File: src/rtl/core_if_ifu_pkg.sv
// Shared widths, opcodes and immediate decoders for the instruction fetch unit.
package core_if_ifu_pkg;

    localparam int CORE_PC_WIDTH   = 32;
    localparam int CORE_INST_WIDTH = 32;

    localparam logic [6:0] CORE_OPC_JAL    = 7'b1101111;
    localparam logic [6:0] CORE_OPC_BRANCH = 7'b1100011;

    function automatic logic [CORE_PC_WIDTH-1:0] jal_imm(input logic [CORE_INST_WIDTH-1:0] inst);
        return {{(CORE_PC_WIDTH-21){inst[31]}}, inst[31], inst[19:12], inst[20], inst[30:21], 1'b0};
    endfunction

    function automatic logic [CORE_PC_WIDTH-1:0] branch_imm(input logic [CORE_INST_WIDTH-1:0] inst);
        return {{(CORE_PC_WIDTH-13){inst[31]}}, inst[31], inst[7], inst[30:25], inst[11:8], 1'b0};
    endfunction

endpackage

File: src/rtl/core_if_bpu.sv
// Static branch predictor: JAL and backward conditional branches are taken.
module core_if_bpu
    import core_if_ifu_pkg::*;
(
    input  logic [CORE_INST_WIDTH-1:0] inst,
    input  logic [CORE_PC_WIDTH-1:0]   pc,
    output logic                       taken,
    output logic [CORE_PC_WIDTH-1:0]   target
);

    logic is_jal;
    logic is_branch;

    always_comb begin
        is_jal    = (inst[6:0] == CORE_OPC_JAL);
        is_branch = (inst[6:0] == CORE_OPC_BRANCH);
        taken     = is_jal | (is_branch & inst[31]);
        target    = pc + (is_jal ? jal_imm(inst) : branch_imm(inst));
    end

endmodule

File: src/rtl/core_if_ifu.sv
// Instruction fetch unit: issues in-order fetches, tags responses with their PC,
// applies static prediction and hands instructions to decode over valid/ready.
module core_if_ifu
    import core_if_ifu_pkg::*;
#(
    parameter logic [CORE_PC_WIDTH-1:0] RESET_PC    = 32'h8000_0000,
    parameter int                       OUTSTANDING = 2
) (
    input  logic                       clk,
    input  logic                       rst,
    output logic                       ifu_req_valid,
    input  logic                       ifu_req_ready,
    output logic [CORE_PC_WIDTH-1:0]   ifu_req_addr,
    input  logic                       ifu_rsp_valid,
    output logic                       ifu_rsp_ready,
    input  logic [CORE_INST_WIDTH-1:0] ifu_rsp_inst,
    input  logic                       redirect_valid,
    input  logic [CORE_PC_WIDTH-1:0]   redirect_pc,
    output logic                       valid_out,
    input  logic                       ready_out,
    output logic [CORE_PC_WIDTH-1:0]   o_pc,
    output logic [CORE_INST_WIDTH-1:0] o_inst,
    output logic                       o_branch_predict
);

    localparam int CNT_W = $clog2(OUTSTANDING + 1);
    localparam int PTR_W = (OUTSTANDING > 1) ? $clog2(OUTSTANDING) : 1;

    logic [CORE_PC_WIDTH-1:0]   pc_q, pc_d;
    logic [CORE_PC_WIDTH-1:0]   fifo_mem_q [OUTSTANDING];
    logic [CORE_PC_WIDTH-1:0]   fifo_mem_d [OUTSTANDING];
    logic [PTR_W-1:0]           rd_ptr_q, rd_ptr_d, wr_ptr_q, wr_ptr_d;
    logic [CNT_W-1:0]           fifo_cnt_q, fifo_cnt_d;
    logic [CNT_W-1:0]           drop_cnt_q, drop_cnt_d;
    logic                       valid_q, valid_d;
    logic [CORE_PC_WIDTH-1:0]   out_pc_q, out_pc_d;
    logic [CORE_INST_WIDTH-1:0] out_inst_q, out_inst_d;
    logic                       out_bp_q, out_bp_d;

    logic                       credit_ok;
    logic                       rsp_fire, drop_fire, live_fire;
    logic                       req_fire, pred_redirect, flush;
    logic [CORE_PC_WIDTH-1:0]   head_pc;
    logic                       bpu_taken;
    logic [CORE_PC_WIDTH-1:0]   bpu_target;

    function automatic logic [PTR_W-1:0] next_ptr(input logic [PTR_W-1:0] p);
        return (p == PTR_W'(OUTSTANDING - 1)) ? '0 : p + 1'b1;
    endfunction

    assign head_pc = fifo_mem_q[rd_ptr_q];

    core_if_bpu u_bpu (
        .inst   (ifu_rsp_inst),
        .pc     (head_pc),
        .taken  (bpu_taken),
        .target (bpu_target)
    );

    // Dropped responses still occupy a memory slot, so they count against credit.
    always_comb begin
        credit_ok     = ({1'b0, fifo_cnt_q} + {1'b0, drop_cnt_q}) < (CNT_W + 1)'(OUTSTANDING);
        ifu_rsp_ready = (drop_cnt_q != '0) | ~valid_q | ready_out;
        rsp_fire      = ifu_rsp_valid & ifu_rsp_ready;
        drop_fire     = rsp_fire & (drop_cnt_q != '0);
        live_fire     = rsp_fire & (drop_cnt_q == '0);
        pred_redirect = live_fire & bpu_taken & ~redirect_valid;
        flush         = redirect_valid | pred_redirect;
        ifu_req_valid = ~rst & credit_ok & ~flush;
        ifu_req_addr  = pc_q;
        req_fire      = ifu_req_valid & ifu_req_ready;
    end

    always_comb begin
        pc_d       = pc_q;
        fifo_mem_d = fifo_mem_q;
        rd_ptr_d   = rd_ptr_q;
        wr_ptr_d   = wr_ptr_q;
        fifo_cnt_d = fifo_cnt_q;
        drop_cnt_d = drop_cnt_q;
        if (flush) begin
            pc_d       = redirect_valid ? redirect_pc : bpu_target;
            rd_ptr_d   = '0;
            wr_ptr_d   = '0;
            fifo_cnt_d = '0;
            drop_cnt_d = drop_cnt_q + fifo_cnt_q - CNT_W'(live_fire)
                         - CNT_W'(redirect_valid & drop_fire);
        end else begin
            if (req_fire) begin
                fifo_mem_d[wr_ptr_q] = pc_q;
                wr_ptr_d             = next_ptr(wr_ptr_q);
                pc_d                 = pc_q + CORE_PC_WIDTH'(4);
            end
            if (live_fire) begin
                rd_ptr_d = next_ptr(rd_ptr_q);
            end
            fifo_cnt_d = fifo_cnt_q + CNT_W'(req_fire) - CNT_W'(live_fire);
            if (drop_fire) begin
                drop_cnt_d = drop_cnt_q - 1'b1;
            end
        end
    end

    // A predicting instruction is still presented; an external redirect kills it.
    always_comb begin
        valid_d    = valid_q;
        out_pc_d   = out_pc_q;
        out_inst_d = out_inst_q;
        out_bp_d   = out_bp_q;
        if (redirect_valid) begin
            valid_d = 1'b0;
        end else if (live_fire) begin
            valid_d    = 1'b1;
            out_pc_d   = head_pc;
            out_inst_d = ifu_rsp_inst;
            out_bp_d   = bpu_taken;
        end else if (valid_q & ready_out) begin
            valid_d = 1'b0;
        end
    end

    always_ff @(posedge clk or posedge rst) begin
        if (rst) begin
            pc_q       <= RESET_PC;
            for (int i = 0; i < OUTSTANDING; i++) fifo_mem_q[i] <= '0;
            rd_ptr_q   <= '0;
            wr_ptr_q   <= '0;
            fifo_cnt_q <= '0;
            drop_cnt_q <= '0;
            valid_q    <= 1'b0;
            out_pc_q   <= '0;
            out_inst_q <= '0;
            out_bp_q   <= 1'b0;
        end else begin
            pc_q       <= pc_d;
            fifo_mem_q <= fifo_mem_d;
            rd_ptr_q   <= rd_ptr_d;
            wr_ptr_q   <= wr_ptr_d;
            fifo_cnt_q <= fifo_cnt_d;
            drop_cnt_q <= drop_cnt_d;
            valid_q    <= valid_d;
            out_pc_q   <= out_pc_d;
            out_inst_q <= out_inst_d;
            out_bp_q   <= out_bp_d;
        end
    end

    assign valid_out        = valid_q;
    assign o_pc             = out_pc_q;
    assign o_inst           = out_inst_q;
    assign o_branch_predict = out_bp_q;

endmodule
File: config.mk
export PLATFORM = sky130hd
export DESIGN_NAME = core_if_ifu
export DESIGN_NICKNAME = d
export VERILOG_FILES = /design/src/rtl/core_if_ifu_pkg.sv /design/src/rtl/core_if_bpu.sv /design/src/rtl/core_if_ifu.sv
export SDC_FILE = /design/constraint.sdc
export NUM_CORES = 1
export LEC_CHECK = 0
export ABC_AREA = 1
export BUFFER_PORTS_ARGS = -buffer_cell sky130_fd_sc_hd__buf_2
export CORE_ASPECT_RATIO = 0.8
export CORE_MARGIN = 2
export CORE_UTILIZATION = 58
export DETAILED_ROUTE_END_ITERATION = 10
export GPL_ROUTABILITY_DRIVEN = 0
export GPL_TIMING_DRIVEN = 0
export PLACE_DENSITY = 0.83
export SLEW_MARGIN = 5
export SYNTH_ARGS = -nofsm -noshare
export SYNTH_HDL_FRONTEND = slang
export SYNTH_SLANG_ARGS = --single-unit
File: constraint.sdc
create_clock -name clk -period 6.6 [get_ports clk]
set_input_delay 0.66 -clock clk [delete_from_list [all_inputs] [get_ports clk]]
set_output_delay 0.66 -clock clk [all_outputs]
set_load 0.05 [all_outputs]
==> impl_metrics.ini <==
[outcome]
status = finished clean

[die]
start_util = 0.592
io_pins = 170
die_w_microns = 156
die-area_sq_um = 19600
die_y_microns = 126
rows = 44
core-area_sq_um = 18100

[synthesis]
synth_area_sq_um = 10700
synth-seq-cells = 168
ys_seq_area_frac = 0.392
netlist_instances = 1576
synth_warnings = 0
yosysTopAreaCell = dfrtp_1
syn-num-nets = 1687
syn_avg_cell_area_sq_um = 6.81
yosysUniqueCellTypes = 40
synth_top_area_share = 0.390
yosys-top-cells-area = dfrtp_1 39%, nand2_1 22%, inv_1 7.0%, nor2_1 4.7%, ha_1 4.3%

[pwr]
ir_drop_mv = 0.308
p_per_area_nw_per_um2 = 516
leakage_uw = 0.00716

[global_route]
grt_max_degree = 130
grt_pass1_wl_mm = 51.8
grt_pass1_vias = 10300
antenna_found_initial = 0
grt.total_usage = 0.344
overflow = 0

[place]
hpwl_mm = 25.2
io_buffers = 168
placedInstanceArea_sq_um = 11900
dp_worst_setup_slack_ns = 2.58

[final_layout]
design_area_sq_um = 12500
drive_above_1_share = 0.151
final_util = 0.688
final_nets = 1875
syn_to_final_growth_pct = 16.1
num_antenna_cells = 0

[clocking]
h-tree-depth = 4
max-clock-path-buffers = 2
insertion_delay_ns = 0.44
cts_root_buf = clkbuf_16
clkSlewWorstSetupHoldPaths_ns = 0.07
cts-hold-fix-buffers = 0
cts-resized-gates = 0
cts_tree = built
post_cts_buffers = 0
cts_buffers = 17
cts.sinks = 168

[sta]
fmax_mhz = 269
worst_pin_slew_ns = 0.800
setup_ws_ns = 2.89
hold_viol_final = 0
rsz0062_at_grt = no
slew_violations = 0
fin_crit_ns = 3.71
final.period_utilization = 0.563
skew_ns = 0.00887
slew_headroom = 0.467
finalSetupViolCount = 0

[routing]
routed_wl_mm = 32.9
ant_nets = 0
vias = 11100
post_drt_wl_per_cell_microns = 16.4
viasPerCell = 5.52
drc = 0
drt-initial-drc-count = 1208
drt_first_pass_iters = 8

[setup_path]
critPathRequiredTime_ns = 6.91
end_kind = flop
crit_path_start_kind = flop
crit_fanout = 10
cp.arrival_ns = 4.02
crit_type = reg -> reg

[worst_hold_path]
min_path_type = in -> async

[job]
drv_cap = 0
-- placed cells by master, fill, tap and decap left out, types with 2 or more instances in the layout --
cell        synthesis  layout
o21bai_1            2       2
clkbuf_16           0      17
inv_6               0       4
inv_8               0       3
inv_2               4       4
and2_1              2       2
buf_4               7       7
mux2_2             17      17
nand2_1           628     628
inv_1             201     200
nand3_1            68      68
xor2_1             23      23
o21ai_1            20      20
buf_2              21     189
o211ai_1            3       3
nor3_2              4       4
clkbuf_1           19      19
clkinv_8            0       2
xnor2_1             9       9
dfrtp_1           167     167
nand3_2             2       2
a21oi_1            82      82
buf_1               4       4
fa_1                4       4
ha_1               37      37
nor2_1            134     134
nor3_1             16      16
o22ai_1             2       2
nor2_4              3       3
clkinv_2            0       3
a31oi_1             6       6
nand4_1             9       9
o21ai_0            70      70
clkinvlp_4          0       2
clkinv_4            0       2
-- registers in the layout, summed over array words and instances, names as in the netlist --
| signal | count |
|---|---|
| o_branch_predict | 1 |
| fifo_cnt_q | 2 |
| valid_out | 1 |
| fifo_mem_q | 64 |
| o_pc | 32 |
| ifu_req_addr | 32 |
| rd_ptr_q | 1 |
| drop_cnt_q | 2 |
| wr_ptr_q | 1 |
| o_inst | 32 |
-- critical path: stages (launching register included) --
cell and delay, ns:
dfrtp_1 0.39, clkbuf_1 0.44, clkbuf_1 0.45, a21oi_1 0.18
ha_1 0.31, fa_1 0.46, nand3_1 0.11, nand3_1 0.14
nand2_1 0.10, nand2_1 0.08, nand2_1 0.07, nand2_1 0.08
xor2_1 0.16, o21ai_0 0.44, a21oi_1 0.14
-- report_power, final --
| group | switching [uW] | internal [uW] |
|---|---|---|
| Clock | 471 | 496 |
| Combinational | 2650 | 1010 |
| Sequential | 328 | 1470 |
-- per-layer routing --
metal  share of wire  GRT usage  vias up
li1                -          -     5294
met1            0.42      0.470     5069
met2            0.43      0.521      619
met3            0.12      0.102       92
met4           0.034      0.128        0
met5               0          0        -
-- path summary, 6_finish.rpt --
kind                                         end  cells past startpoint             from  slack, ns
min in group clk                       o_inst[8]                      3  ifu_rsp_inst[8]       0.44
worst max register to register  ifu_req_addr[17]                     14         rd_ptr_q       2.89
worst min register to register         o_inst[3]                      2        o_inst[3]       0.47
worst max-delay path            ifu_req_addr[17]                     14         rd_ptr_q       2.89
max in group asynchronous             o_inst[31]                      3              rst       5.49
worst min-delay path               fifo_cnt_q[0]                      2              rst       0.19
-- through the flow --
| step | setup TNS [ns] | hold WS (ns) | power (uW) | cells |
|---|---|---|---|---|
| floorplan | 0 | 0.443 | 4440 | 1576 |
| global placement | -64.31 | 0.448 | 5280 | 1974 |
| detailed placement | 0 | 0.453 | 5360 | 1975 |
| CTS | 0 | 0.203 | 6360 | 2007 |
| global route | 0 | 0.217 | 6860 | 2007 |
| finish | 0 | 0.194 | 6430 | 2007 |
-- cell type report --
type | count | area, sq um
inverter | 206 | 781
fill | 1547 | 5660
tap | 230 | 288
multi-input combinational | 1151 | 5500
buffer | 51 | 244
sequential | 168 | 4210
clock buffer | 17 | 425
clock inverter | 15 | 138
timing repair buffer | 169 | 868
-- Yosys cell counts (all sizes together) --
cell,number
a21oi,83
nand2,630
xnor2,9
clkbuf,19
a31oi,6
nor2,139
inv,205
o22ai,2
ha,37
o211ai,3
nand3,70
xor2,23
a21o,1
fa,4
or2,1
dfstp,1
and2,2
clkinv,1
mux2,17
o21bai,2
nand4,9
nor3,20
buf,32
o31ai,1
nand3b,1
o21ai,91
dfrtp,167
-- logic make-up (layout without fill, tap and decap cells) --
kind of cell | count (synthesis) | after routing | synth area share
compound gates | 189 | 189 | 0.0922
xor+xnor | 32 | 32 | 0.0261
fa+ha+maj | 41 | 41 | 0.0506
buf+inv | 257 | 458 | 0.0948
flops | 168 | 168 | 0.392
mux | 17 | 17 | 0.0178
simple gates | 872 | 872 | 0.326
Note: power is estimated with default switching activity, not from simulation.
